File: config.mk
export PLATFORM = sky130hd
export DESIGN_NAME = serial_pair_scheduler
export DESIGN_NICKNAME = d
export VERILOG_FILES = /design/src/rtl/serial_sched_pkg.sv /design/src/rtl/serial_sched_arb.sv /design/src/rtl/serial_pair_scheduler.sv
export SDC_FILE = /design/constraint.sdc
export NUM_CORES = 1
export LEC_CHECK = 0
export BUFFER_PORTS_ARGS = -buffer_cell sky130_fd_sc_hd__buf_2
export CELL_PAD_IN_SITES_DETAIL_PLACEMENT = 2
export CELL_PAD_IN_SITES_GLOBAL_PLACEMENT = 2
export CORE_ASPECT_RATIO = 1.1
export CORE_UTILIZATION = 26
export DETAILED_ROUTE_END_ITERATION = 10
export GPL_TIMING_DRIVEN = 0
export PLACE_DENSITY_LB_ADDON = 0.1
export SYNTH_ARGS = -nofsm -noshare
export SYNTH_HDL_FRONTEND = slang
export SYNTH_SLANG_ARGS = --single-unit
File: constraint.sdc
create_clock -name clock -period 1.9 [get_ports clock]
set_input_delay 0.19 -clock clock [delete_from_list [all_inputs] [get_ports clock]]
set_output_delay 0.19 -clock clock [all_outputs]
set_load 0.01 [all_outputs]
File: src/rtl/serial_sched_pkg.sv
// serial_sched_pkg: shared types and width helpers for the serial pair scheduler.
package serial_sched_pkg;

   typedef enum logic [1:0] {
      IDLE  = 2'd0,
      SHIFT = 2'd1,
      DRAIN = 2'd2,
      RESP  = 2'd3
   } state_t;

   // Width of a requester index.
   function automatic int id_w(input int n);
      return (n < 2) ? 1 : $clog2(n);
   endfunction

   // Width of the bit counter; one spare bit so it never wraps inside a transaction.
   function automatic int cnt_w(input int w);
      return $clog2(w) + 1;
   endfunction

endpackage

File: src/rtl/serial_sched_arb.sv
// serial_sched_arb: picks one requester and reports it as one-hot plus index.
// Build option SERIAL_SCHED_RR_EN: round-robin search starting at a pointer
// register; without it, fixed priority (lowest index wins) and no pointer.
module serial_sched_arb
   import serial_sched_pkg::*;
#(
   parameter int NUM_REQ = 4
) (
`ifdef SERIAL_SCHED_RR_EN
   input  logic                     clock,
   input  logic                     reset,
   input  logic                     advance,
`endif
   input  logic [NUM_REQ-1:0]       req,
   output logic [NUM_REQ-1:0]       grant,
   output logic [id_w(NUM_REQ)-1:0] grant_id
);

   localparam int ID_W = id_w(NUM_REQ);

   logic [ID_W-1:0] base;
   logic            found;
   int              idx;

`ifdef SERIAL_SCHED_RR_EN
   logic [ID_W-1:0] ptr;

   // Pointer moves one past the accepted winner so it has lowest priority next time.
   always_ff @(posedge clock or negedge reset) begin
      if (!reset) begin
         ptr <= '0;
      end else if (advance) begin
         ptr <= (grant_id == ID_W'(NUM_REQ - 1)) ? '0 : grant_id + 1'b1;
      end
   end

   assign base = ptr;
`else
   assign base = '0;
`endif

   // Scan from base upward, wrapping modulo NUM_REQ; first active request wins.
   always_comb begin
      // NOTE: every variable gets a default before the loop so no path leaves it unassigned (no latch).
      grant    = '0;
      grant_id = '0;
      found    = 1'b0;
      idx      = 0;
      for (int i = 0; i < NUM_REQ; i++) begin
         idx = int'(base) + i;
         if (idx >= NUM_REQ) idx = idx - NUM_REQ;
         if (!found && req[idx]) begin
            found      = 1'b1;
            grant[idx] = 1'b1;
            grant_id   = ID_W'(idx);
         end
      end
   end

endmodule

File: src/rtl/serial_pair_scheduler.sv
// serial_pair_scheduler: arbitrates NUM_REQ requesters onto one bit-serial
// two-line datapath, shifts the winner's operand pair out LSB-first, collects
// the serial result RESULT_LAT cycles later and returns it as a parallel word
// tagged with the requester id.
// Build option SERIAL_SCHED_RR_EN selects round-robin arbitration (default:
// fixed priority, lowest index wins).
module serial_pair_scheduler
   import serial_sched_pkg::*;
#(
   parameter int NUM_REQ    = 4,
   parameter int WIDTH      = 8,
   parameter int RESULT_LAT = 1
) (
   input  logic                     clock,
   input  logic                     reset,
   input  logic [NUM_REQ-1:0]       req_valid,
   input  logic [NUM_REQ*WIDTH-1:0] req_a,
   input  logic [NUM_REQ*WIDTH-1:0] req_b,
   output logic [NUM_REQ-1:0]       req_ready,
   output logic                     line1,
   output logic                     line2,
   input  logic                     outp_in,
   input  logic                     overflw_in,
   output logic                     rsp_valid,
   input  logic                     rsp_ready,
   output logic [id_w(NUM_REQ)-1:0] rsp_id,
   output logic [WIDTH-1:0]         rsp_data,
   output logic                     rsp_ovf,
   output logic                     busy
);

   localparam int ID_W  = id_w(NUM_REQ);
   localparam int CNT_W = cnt_w(WIDTH);

   state_t                state;
   logic [CNT_W-1:0]      cnt;
   logic [WIDTH-1:0]      a_sh;
   logic [WIDTH-1:0]      b_sh;
   logic [WIDTH-1:0]      op_a;
   logic [WIDTH-1:0]      op_b;
   logic [NUM_REQ-1:0]    grant;
   logic [ID_W-1:0]       grant_id;
   logic                  accept;
   logic [RESULT_LAT-1:0] cap_pipe;
   logic                  take;

   serial_sched_arb #(
      .NUM_REQ (NUM_REQ)
   ) u_arb (
`ifdef SERIAL_SCHED_RR_EN
      .clock    (clock),
      .reset    (reset),
      .advance  (accept),
`endif
      .req      (req_valid),
      .grant    (grant),
      .grant_id (grant_id)
   );

   assign accept = (state == IDLE) && (|req_valid);
   assign op_a   = req_a[int'(grant_id) * WIDTH +: WIDTH];
   assign op_b   = req_b[int'(grant_id) * WIDTH +: WIDTH];

   // Grant is only offered while idle and out of reset, so every output reads 0 under reset.
   assign req_ready = (state == IDLE && reset) ? grant : '0;

   // Transaction FSM: latch winner, shift operands out, wait for capture, hold response.
   always_ff @(posedge clock or negedge reset) begin
      if (!reset) begin
         state     <= IDLE;
         cnt       <= '0;
         a_sh      <= '0;
         b_sh      <= '0;
         line1     <= 1'b0;
         line2     <= 1'b0;
         rsp_valid <= 1'b0;
         rsp_id    <= '0;
         busy      <= 1'b0;
      end else begin
         // NOTE: sequential state uses non-blocking assignments so all registers update from pre-edge values.
         case (state)
            IDLE: begin
               if (accept) begin
                  state  <= SHIFT;
                  busy   <= 1'b1;
                  rsp_id <= grant_id;
                  cnt    <= '0;
                  line1  <= op_a[0];
                  line2  <= op_b[0];
                  a_sh   <= op_a >> 1;
                  b_sh   <= op_b >> 1;
               end
            end
            SHIFT: begin
               if (cnt == CNT_W'(WIDTH - 1)) begin
                  state <= DRAIN;
                  cnt   <= '0;
                  line1 <= 1'b0;
                  line2 <= 1'b0;
               end else begin
                  cnt   <= cnt + 1'b1;
                  line1 <= a_sh[0];
                  line2 <= b_sh[0];
                  a_sh  <= a_sh >> 1;
                  b_sh  <= b_sh >> 1;
               end
            end
            DRAIN: begin
               if (cnt == CNT_W'(RESULT_LAT - 1)) begin
                  state     <= RESP;
                  cnt       <= '0;
                  rsp_valid <= 1'b1;
               end else begin
                  cnt <= cnt + 1'b1;
               end
            end
            RESP: begin
               if (rsp_ready) begin
                  state     <= IDLE;
                  rsp_valid <= 1'b0;
                  busy      <= 1'b0;
               end
            end
            default: begin
               state <= IDLE;
               busy  <= 1'b0;
            end
         endcase
      end
   end

   // A bit driven in SHIFT reaches the end of cap_pipe exactly RESULT_LAT cycles later.
   assign take = cap_pipe[RESULT_LAT-1];

   // Capture: delay the "bit on the lines" flag, then shift outp_in in from the MSB
   // so the first sample ends up in bit 0; overflow is the OR over the same samples.
   always_ff @(posedge clock or negedge reset) begin
      if (!reset) begin
         cap_pipe <= '0;
         rsp_data <= '0;
         rsp_ovf  <= 1'b0;
      end else begin
         cap_pipe <= RESULT_LAT'({cap_pipe, (state == SHIFT)});
         if (accept) begin
            rsp_data <= '0;
            rsp_ovf  <= 1'b0;
         end else if (take) begin
            rsp_data <= {outp_in, rsp_data[WIDTH-1:1]};
            rsp_ovf  <= rsp_ovf | overflw_in;
         end
      end
   end

endmodule
==> results of run 1 <==
worst paths after layout:
| check | from | end | cells past startpoint | slack, ps |
|---|---|---|---|---|
| min in group clock | overflw_in | rsp_ovf$_DFFE_PN0P_ | 3 | 150 |
| hold reg to reg | rsp_ovf$_DFFE_PN0P_ | rsp_ovf$_DFFE_PN0P_ | 2 | 490 |
| setup reg to reg | state[1]$_DFFE_PN0P_ | a_sh[3]$_DFFE_PN0P_ | 8 | -50 |
| setup / recovery | state[1]$_DFFE_PN0P_ | a_sh[3]$_DFFE_PN0P_ | 8 | -50 |
| max in group asynchronous | reset | state[0]$_DFFE_PN0P_ | 1 | 1260 |
| hold / removal | reset | a_sh[3]$_DFFE_PN0P_ | 1 | 30 |
cells in the mapped netlist (all sizes together) (2+ instances only):
master / number / area, um^2
dfrtp: 36 / 901
o21ai: 23 / 115
inv: 17 / 63.8
a21oi: 16 / 80.1
nand2: 15 / 56.3
nor2: 15 / 56.3
mux2: 13 / 146
a21o: 12 / 90.1
a32oi: 12 / 105
buf: 12 / 66.3
nand4bb: 12 / 135
clkbuf: 10 / 37.5
mux2i: 10 / 100
ha: 7 / 87.6
nand2b: 7 / 43.8
nor2b: 5 / 31.3
o21a: 4 / 30.0
nand4b: 3 / 26.3
o211ai: 3 / 22.5
a222oi: 2 / 20.0
a2bb2oi: 2 / 17.5
and3: 2 / 12.5
nand3: 2 / 10.0
nor3: 2 / 10.0
nor3b: 2 / 20.0
nor4: 2 / 27.5
o221ai: 2 / 17.5
o22ai: 2 / 12.5
o31ai: 2 / 15.0
or2: 2 / 12.5
cell families after synthesis:
group,share of synthesized area
DFF,0.364
and+or+nand+nor,0.196
buffers and inverters,0.0677
muxes,0.0995
AOI/OAI and AO/OA,0.238
adders and majority gates,0.0354
registers in the layout, indices dropped and copies added, names as in the netlist:
signal and cells:
cap_pipe 1, rsp_id 2, busy 1, line1 1, line2 1, state 2, b_sh 7, rsp_valid 1
rsp_ovf 1, a_sh 7, rsp_data 8, cnt 4
what timing repair did:
action / 4_1_cts / 5_1_grt
setup buffers: 6 / 5
resized for setup: 20 / 19
endpoints found under the setup margin: 25 / 33
pin swaps: 2 / 5
hold buffers: 0 / 0
cloned: 1 / 0
routing by layer:
layer  GRT usage  routed length [um]  vias up
met5           0                   0        -
met1       0.236                4070     1210
met3      0.0358                 445        5
met4      0.0292                  55        0
li1            -                   -     1189
met2       0.314                4190       66
layout make-up:
type | instances | share of cell area
timing repair buffer | 103 | 0.167
clock inverter | 1 | 0.00147
inverter | 17 | 0.0188
buffer | 22 | 0.0368
sequential | 36 | 0.265
clock buffer | 6 | 0.0213
tap | 114 | 0.0419
multi-input combinational | 189 | 0.447
per-stage QoR:
step	TNS (ps)	hold slack, ps	total power [mW]
floorplan	0	-106	2.68
global placement	-7530	373	3.28
detailed placement	-8560	380	3.34
CTS	-104	72.5	4.23
global route	-1320	98.6	4.78
finish	-199	34.3	4.42
report_power, final:
group / switching, mW / internal (mW) / total (mW) / leakage [nW]
Clock: 0.271 / 0.250 / 0.521 / 0.0410
Combinational: 1.27 / 1.37 / 2.64 / 1.10
Sequential: 0.180 / 1.08 / 1.26 / 0.453
==> results.yml, run 1 <==
detailed_routing:
  drt_drc_violations_left: 0
  detail_route.wl_per_cell_um: 18.0
  dr.first_iter.drc_count: 75
  route.detailed.vias_per_inst: 5.06
  route.vias.total: 2470
  drt_pass1_iterations: 4
  ant_nets: 0
  route.final.wire_length_um: 8760
die:
  die_width_um: 95.0
  num_io_pins: 92
  chipHeight_um: 104
  number_of_placement_rows: 36
  starting_density: 0.273
  floorplan_die_area_um2: 9920
  floorplan.core_area_um2: 9050
layout:
  finish.utilization: 0.376
  final_design_area_no_fill_um2: 3400
  n_antenna_cell: 0
  finalNetCount: 454
  layout_commonest_cell: "buf_2"
  multi_input_area_um2: 1520
  fraction_of_final_layout_cells_sized_beyond_drive_strength_1: 0.422
  syn_to_final_growth_pct: 37.3
  num-fill-cells: 1059
  most-common-layout-cells: "98 x buf_2, 35 x dfrtp_1, 22 x o21ai_0"
  seqCellArea_um2: 902
  final_cells: 488
outcome:
  outcome: "complete, but fails checks"
  failed_checks: "setup timing"
clock_tree:
  cts-buffers-inserted: 5
  insertion_delay_ps: 290
  cts_buffer_depth: 2
  cts_tree: "yes"
  cts.reportedPaths.clkPinSlew_ps: 80
  clockRootBuffer: "clkbuf_8"
  cts_num_sinks: 36
  htree_num_levels: 2
worst_setup_path:
  cp_bufs_invs: 3
  critical_path.max_fanout: 5
  timing.critical_path.required_ps: 2060
  path_cells: "inv_2 > ha_4 > nand2b_4 > nor4_4 > buf_4 > a311oi_4 > buf_6 > mux2_2"
  path_class: "flip-flop to flip-flop"
  worst_setup_path_start_kind: "flip-flop"
  timing.critical_path.max_delay_family: "buffers and inverters"
  cp-end-kind: "flip-flop"
  arrival_ps: 2110
  max_stage_delay_ps: 380
  cpMaxStageDelayCell: "dfrtp_1"
grt:
  gr-total-overflow: 0
  grt_pass1_wl_um: 14100
  grt_antenna_before_repair: 0
  via_count_of_the_first_global_routing_pass: 2740
  global_route.usage.total: 0.182
  grt_max_degree: 41
place:
  place_area_um2: 3080
  dp.cells: 469
  dpl.hpwl_um: 6390
  port_buffers: 91
  detailedPlace.worstSlack_ps: -610
  gp_congestion: 0.780
logic_synthesis:
  synth-async-reset-ratio: 1.00
  yosys_register_bits: 36
  yosysSeqAreaShare: 0.364
  synth-edff-count: 0
  synth_top_flop_cell: "dfrtp_1"
  syn-cell-area_um2: 2480
  syn_nets: 344
  synth.distinct_cells: 45
  yosys_warnings: 0
  postSynthAreaPerCell_um2: 9.38
  number_of_cells_produced_by_synthesis: 264
sta:
  post-route-worst-setup-slack_ps: -46.6
  worst_clock_skew_ps: 8.40
  max_slew_margin: 0.399
  tightest_slew_ps: 902
  minimum_period_implied_by_the_final_worst_setup_slack_ps: 1950
  timing_max_transition_violations_final: 0
  setup_viol_count_final: 6
  clock.fmax_mhz: 514
  final-hold-violation-count: 0
  grt_setup_unrepaired: "yes"
  final_min_period_over_clock_period: 1.02
power_and_ir_drop:
  vdd.ir_drop.worst_v: 0.000451
  power_density_nw_per_um2: 1300
  p_leak_nw: 1.60
hold_path:
  min_path_type: "input port to async pin"
flow_run:
  max_cap_violations: 0
(Power assumes the default switching activity.)
==> inputs of run 2 (changes only) <==
==> constraint.sdc (replaced) <==
create_clock -name clock -period 1.7 [get_ports clock]
set_input_delay 0.17 -clock clock [delete_from_list [all_inputs] [get_ports clock]]
set_output_delay 0.17 -clock clock [all_outputs]
set_load 0.01 [all_outputs]
==> results.yml, run 2 (synthesized netlist as in run 1, its figures left out) <==
outcome:
  outcome: "complete, but fails checks"
  failed_checks: "hold timing, setup timing"
worst_setup_path:
  cp_bufs_invs: 2
  timing.critical_path.from: "state[0]$_DFFE_PN0P_"
  timing.critical_path.required_ps: 1910
  r2r-start: "state[0]$_DFFE_PN0P_"
  critical_path.max_fanout: 5
  max_stage_delay_ps: 460
  cp-end-kind: "flip-flop"
  arrival_ps: 2030
  path_cells: "inv_4 > buf_12 > ha_4 > nor2b_2 > a211o_1 > or3_4 > o211ai_1"
  path_class: "flip-flop to flip-flop"
  cpMaxStageDelayCell: "dfrtp_2"
  worst_setup_path_start_kind: "flip-flop"
  timing.critical_path.max_delay_family: "simple AND/OR/NAND/NOR gates"
sta:
  final-hold-violation-count: 2
  post-route-worst-setup-slack_ps: -128
  minimum_period_implied_by_the_final_worst_setup_slack_ps: 1830
  tightest_slew_ps: 927
  grt_setup_unrepaired: "yes"
  tns_ps: -1620
  final_min_period_over_clock_period: 1.08
  max_slew_margin: 0.382
  setup_viol_count_final: 23
  worst_clock_skew_ps: 7.68
  timing_max_transition_violations_final: 0
  clock.fmax_mhz: 547
  hold_slack_ps: -3.90
detailed_routing:
  drt_pass1_iterations: 4
  drt_drc_violations_left: 0
  ant_nets: 0
  route.detailed.vias_per_inst: 5.07
  detail_route.wl_per_cell_um: 17.7
  route.final.wire_length_um: 8800
  dr.first_iter.drc_count: 58
  route.vias.total: 2513
grt:
  grt_antenna_before_repair: 0
  via_count_of_the_first_global_routing_pass: 2833
  grt_pass1_wl_um: 14600
  grt_max_degree: 41
  gr-total-overflow: 0
  global_route.usage.total: 0.188
die:
  die_width_um: 95.0
  num_io_pins: 92
  chipHeight_um: 104
  floorplan_die_area_um2: 9920
  starting_density: 0.273
  floorplan.core_area_um2: 9050
  number_of_placement_rows: 36
clock_tree:
  cts_hold_repair.buffers: 0
  cts_num_sinks: 36
  htree_num_levels: 2
  insertion_delay_ps: 290
  cts_buffer_depth: 2
  cts_tree: "yes"
  cts.reportedPaths.clkPinSlew_ps: 80
  cts-buffers-inserted: 5
  clockRootBuffer: "clkbuf_8"
flow_run:
  max_cap_violations: 0
layout:
  layout_commonest_cell: "buf_2"
  n_antenna_cell: 0
  finish.utilization: 0.396
  largest_register_ff_count: 8
  most-common-layout-cells: "97 x buf_2, 35 x dfrtp_1, 20 x o21ai_0"
  max_flop_register: "rsp_data"
  final_design_area_no_fill_um2: 3580
  fraction_of_final_layout_cells_sized_beyond_drive_strength_1: 0.458
  reg_top3: "rsp_data: 8 flops, a_sh: 7 flops, b_sh: 7 flops"
  syn_to_final_growth_pct: 44.7
  finalNetCount: 461
place:
  gp_congestion: 0.756
  port_buffers: 91
  place_area_um2: 3150
  dpl.hpwl_um: 6410
power_and_ir_drop:
  clock_power_share: 0.122
  vdd.ir_drop.worst_v: 0.000507
  p_switching_mw: 2.04
  share_seq_of_total_power: 0.265
  p_leak_nw: 1.68
  power_density_nw_per_um2: 1510
  netSwitchingFraction: 0.378
  comb_power_share: 0.613
  p_total_mw: 5.41
  cell_internal_pwr_mw: 3.36
hold_path:
  min_path_type: "input port to async pin"
## run 2: cell types whose count changed in the layout (fill, tap and decap cells not counted), sizes merged
cell	before	now
buf	113	122
clkinv	1	0
## run 2: repair_timing
action	CTS	global route
gates resized for setup	36	11
buffers inserted	14	5
pin swaps	4	8
setup endpoints to repair	35	28
## run 2: layout make-up
cell class	count	area [um^2]
buffer	22	154
clock buffer	8	90.1
fill	1050	5470
inverter	17	66.3
multi-input combinational	189	1600
sequential	36	902
tap	114	143
timing repair buffer	110	624
## run 2: worst paths after layout
check	to	slack, ps	depth (start not counted)
setup reg to reg	cnt[3]$_DFFE_PN0P_	-130	7
hold reg to reg	rsp_id[1]$_DFFE_PN0P_	500	1
setup / recovery	cnt[3]$_DFFE_PN0P_	-130	7
max in group asynchronous	state[0]$_DFFE_PN0P_	1050	1
min in group clock	rsp_ovf$_DFFE_PN0P_	140	3
hold / removal	a_sh[4]$_DFFE_PN0P_	-4	1
## run 2: routing by layer
metal | wire length (um) | track usage | up-vias
met2 | 4280 | 0.320 | 73
met1 | 3920 | 0.241 | 1233
met5 | 0 | 0 | -
met3 | 524 | 0.0387 | 6
met4 | 68 | 0.0400 | 0
li1 | - | - | 1201
## run 2: power by group through the flow
stage                     clock, mW  combinational, mW  sequential [mW]
after floorplan                   0               1.80             1.45
after global placement            0               2.51             1.43
after detailed placement          0               2.55             1.44
after CTS                     0.687               3.21             1.44
after global routing          0.712               3.61             1.48
final                         0.658               3.31             1.44
## run 2: stage by stage
step,setup slack (ps),cells
6_report,-128,496
5_1_grt,-197,496
4_1_cts,-104,491
3_5_place_dp,-550,469
3_3_place_gp,-532,469
2_1_floorplan,-110,264
==> inputs of run 3 (changes only) <==
--- a/config.mk
+++ b/config.mk
@@ -5,11 +5,12 @@
 export SDC_FILE = /design/constraint.sdc
 export NUM_CORES = 1
 export LEC_CHECK = 0
+export ABC_AREA = 1
 export BUFFER_PORTS_ARGS = -buffer_cell sky130_fd_sc_hd__buf_2
 export CELL_PAD_IN_SITES_DETAIL_PLACEMENT = 2
 export CELL_PAD_IN_SITES_GLOBAL_PLACEMENT = 2
 export CORE_ASPECT_RATIO = 1.1
-export CORE_UTILIZATION = 26
+export CORE_UTILIZATION = 23
 export DETAILED_ROUTE_END_ITERATION = 10
 export GPL_TIMING_DRIVEN = 0
 export PLACE_DENSITY_LB_ADDON = 0.1
==> results.yml, run 3 <==
worst_setup_path:
  critical_path.max_fanout: 4
  timing.reg2reg.setup_slack_ps: 100
  path_cells: "inv_4 > ha_4 > buf_4 > nand4_1 > nand2_2 > inv_1 > nand3_1 > o22ai_1"
  worst_setup_path_start_kind: "flip-flop"
  cp_bufs_invs: 3
  path_class: "flip-flop to flip-flop"
  timing.critical_path.required_ps: 1860
  cp-end-kind: "flip-flop"
  max_stage_delay_ps: 450
  timing.critical_path.max_delay_family: "simple AND/OR/NAND/NOR gates"
  arrival_ps: 1760
  cpMaxStageDelayCell: "dfrtp_2"
place:
  dp.cells: 598
  place_area_um2: 3140
  port_buffers: 91
  detailedPlace.worstSlack_ps: -253
  gp_congestion: 0.744
  dpl.hpwl_um: 6760
logic_synthesis:
  synth-async-reset-ratio: 1.00
  ys_top_cells_by_count: "82 x nand2_1, 60 x inv_1, 52 x nor2_1"
  synth.distinct_cells: 29
  post_synth_xor_area_fraction: 0
  yosys.area_share.simple: 0.343
  yosys_warnings: 0
  syn_nets: 444
  number_of_cells_produced_by_synthesis: 364
  yosys_register_bits: 36
  combinational_family_with_the_most_area_after_synthesis: "simple AND/OR/NAND/NOR gates"
  synth.most_common_cell: "nand2_1"
  yosysSeqAreaShare: 0.359
  synth_fa_ha_area_frac: 0.0349
  yosys-top-cells-area: "dfrtp_1 36%, nand2_1 12%, inv_1 9.0%, nor2_1 7.8%, nand3_1 7.2%"
  post_synth_mux_area_share: 0
  synth_top_flop_cell: "dfrtp_1"
  synth_compound_gate_area_share: 0.137
  syn-cell-area_um2: 2510
  synth_area_leader_cell: "dfrtp_1"
  postSynthAreaPerCell_um2: 6.89
  synthDominantCellAreaShare: 0.359
  synth-edff-count: 0
detailed_routing:
  drt_pass1_iterations: 4
  drt_drc_violations_left: 0
  ant_nets: 0
  route.vias.total: 2711
  route.detailed.vias_per_inst: 4.41
  route.final.wire_length_um: 8720
  dr.first_iter.drc_count: 61
  detail_route.wl_per_cell_um: 14.2
die:
  starting_density: 0.239
  die_width_um: 102
  floorplan_die_area_um2: 11300
  number_of_placement_rows: 39
  chipHeight_um: 112
  floorplan.core_area_um2: 10500
  num_io_pins: 92
clock_tree:
  clockRootBuffer: "clkbuf_16"
  cts_buffer_depth: 2
  cts.reportedPaths.clkPinSlew_ps: 60
  htree_num_levels: 2
  insertion_delay_ps: 280
  cts_num_sinks: 36
  cts_tree: "yes"
  cts-buffers-inserted: 5
layout:
  syn_to_final_growth_pct: 38.1
  most-common-layout-cells: "95 x buf_2, 78 x nand2_1, 58 x inv_1"
  max_flop_register: "rsp_data"
  final_design_area_no_fill_um2: 3460
  layout_commonest_cell: "buf_2"
  fraction_of_final_layout_cells_sized_beyond_drive_strength_1: 0.301
  final_cells: 615
  reg_top3: "rsp_data: 8 flops, a_sh: 7 flops, b_sh: 7 flops"
  n_antenna_cell: 0
  finalNetCount: 551
  largest_register_ff_count: 8
sta:
  final-hold-violation-count: 0
  timing_max_transition_violations_final: 0
  tightest_slew_ps: 475
  setup_viol_count_final: 0
  final_min_period_over_clock_period: 0.940
  post-route-worst-setup-slack_ps: 101
  minimum_period_implied_by_the_final_worst_setup_slack_ps: 1600
  clock.fmax_mhz: 626
  worst_clock_skew_ps: 4.25
  max_slew_margin: 0.683
grt:
  gr-total-overflow: 0
  global_route.usage.total: 0.165
  grt_pass1_wl_um: 14700
  grt_max_degree: 37
  grt_antenna_before_repair: 0
  via_count_of_the_first_global_routing_pass: 3041
power_and_ir_drop:
  p_leak_nw: 1.92
  power_density_nw_per_um2: 1490
  vdd.ir_drop.worst_v: 0.000498
flow_run:
  max_cap_violations: 0
hold_path:
  min_path_type: "input port to flip-flop"
outcome:
  outcome: "finished, final reports clean"
-- run 3: changes by cell type after synthesis, sizes merged, moves of 13 or more --
cell	change
nand2	+70
inv	+44
nor2	+38
nand3	+36
mux2	-13
-- run 3: routing by layer --
layer,part of all wire,vias to the layer above,track usage
li1,-,1364,-
met1,0.46,1271,0.209
met2,0.48,70,0.285
met3,0.047,6,0.0333
met4,0.010,0,0.0377
met5,0,-,0
-- run 3: logic make-up (layout without fill, tap and decap cells) --
family                   after synthesis  count (layout)
adder cells (fa/ha/maj)                7               7
buffers and inverters                 75             183
AND/OR/NAND/NOR                      191             191
flip-flops                            36              36
AO/OA/AOI/OAI                         55              55
-- run 3: worst reg2reg max path: stages (launching register included) --
cell,delay (ps)
dfrtp_2,450
inv_4,90
ha_4,150
buf_4,130
nand4_1,200
nand2_2,190
inv_1,90
nand3_1,100
o22ai_1,80
-- run 3: power by group --
part / internal [mW] / switching [mW] / leakage (nW)
Sequential: 1.21 / 0.209 / 0.458
Combinational: 1.09 / 1.62 / 1.38
Clock: 0.689 / 0.350 / 0.0808
-- run 3: stage by stage --
step	total power, mW	hold WS [ps]	utilization	setup TNS [ps]
floorplan	3.01	-126	-	0
global placement	3.73	361	0.300	-2480
detailed placement	3.83	361	0.300	-2830
CTS	5.13	129	0.324	0
global route	5.68	155	0.330	-9.12
finish	5.17	129	0.330	0
-- run 3: final timing paths --
path,start,end,cells after the start
setup / recovery,state[0]$_DFFE_PN0P_,cnt[1]$_DFFE_PN0P_,8
min in group asynchronous,reset,rsp_data[2]$_DFFE_PN0P_,3
max in group asynchronous,reset,state[0]$_DFFE_PN0P_,3
hold / removal,outp_in,rsp_data[7]$_DFFE_PN0P_,3
setup reg to reg,state[0]$_DFFE_PN0P_,cnt[1]$_DFFE_PN0P_,8
hold reg to reg,b_sh[2]$_DFFE_PN0P_,b_sh[2]$_DFFE_PN0P_,2
-- run 3: layout make-up --
class | instances | area, um^2
plain buffers | 14 | 96.3
fillers | 1291 | 7030
multi-input cells | 253 | 1350
flip-flops and latches | 36 | 902
repair buffers | 100 | 541
well taps | 143 | 179
inverters | 61 | 231
clock buffers | 6 | 129
clock inverters | 2 | 35.0
-- run 3: repair_timing --
item | CTS | global route
pin swaps | 3 | 3
resized for setup | 13 | 11
hold buffers | 2 | 0
buffers inserted | 4 | 3
hold endpoints to repair | 36 | 0
setup endpoints to repair | 31 | 27
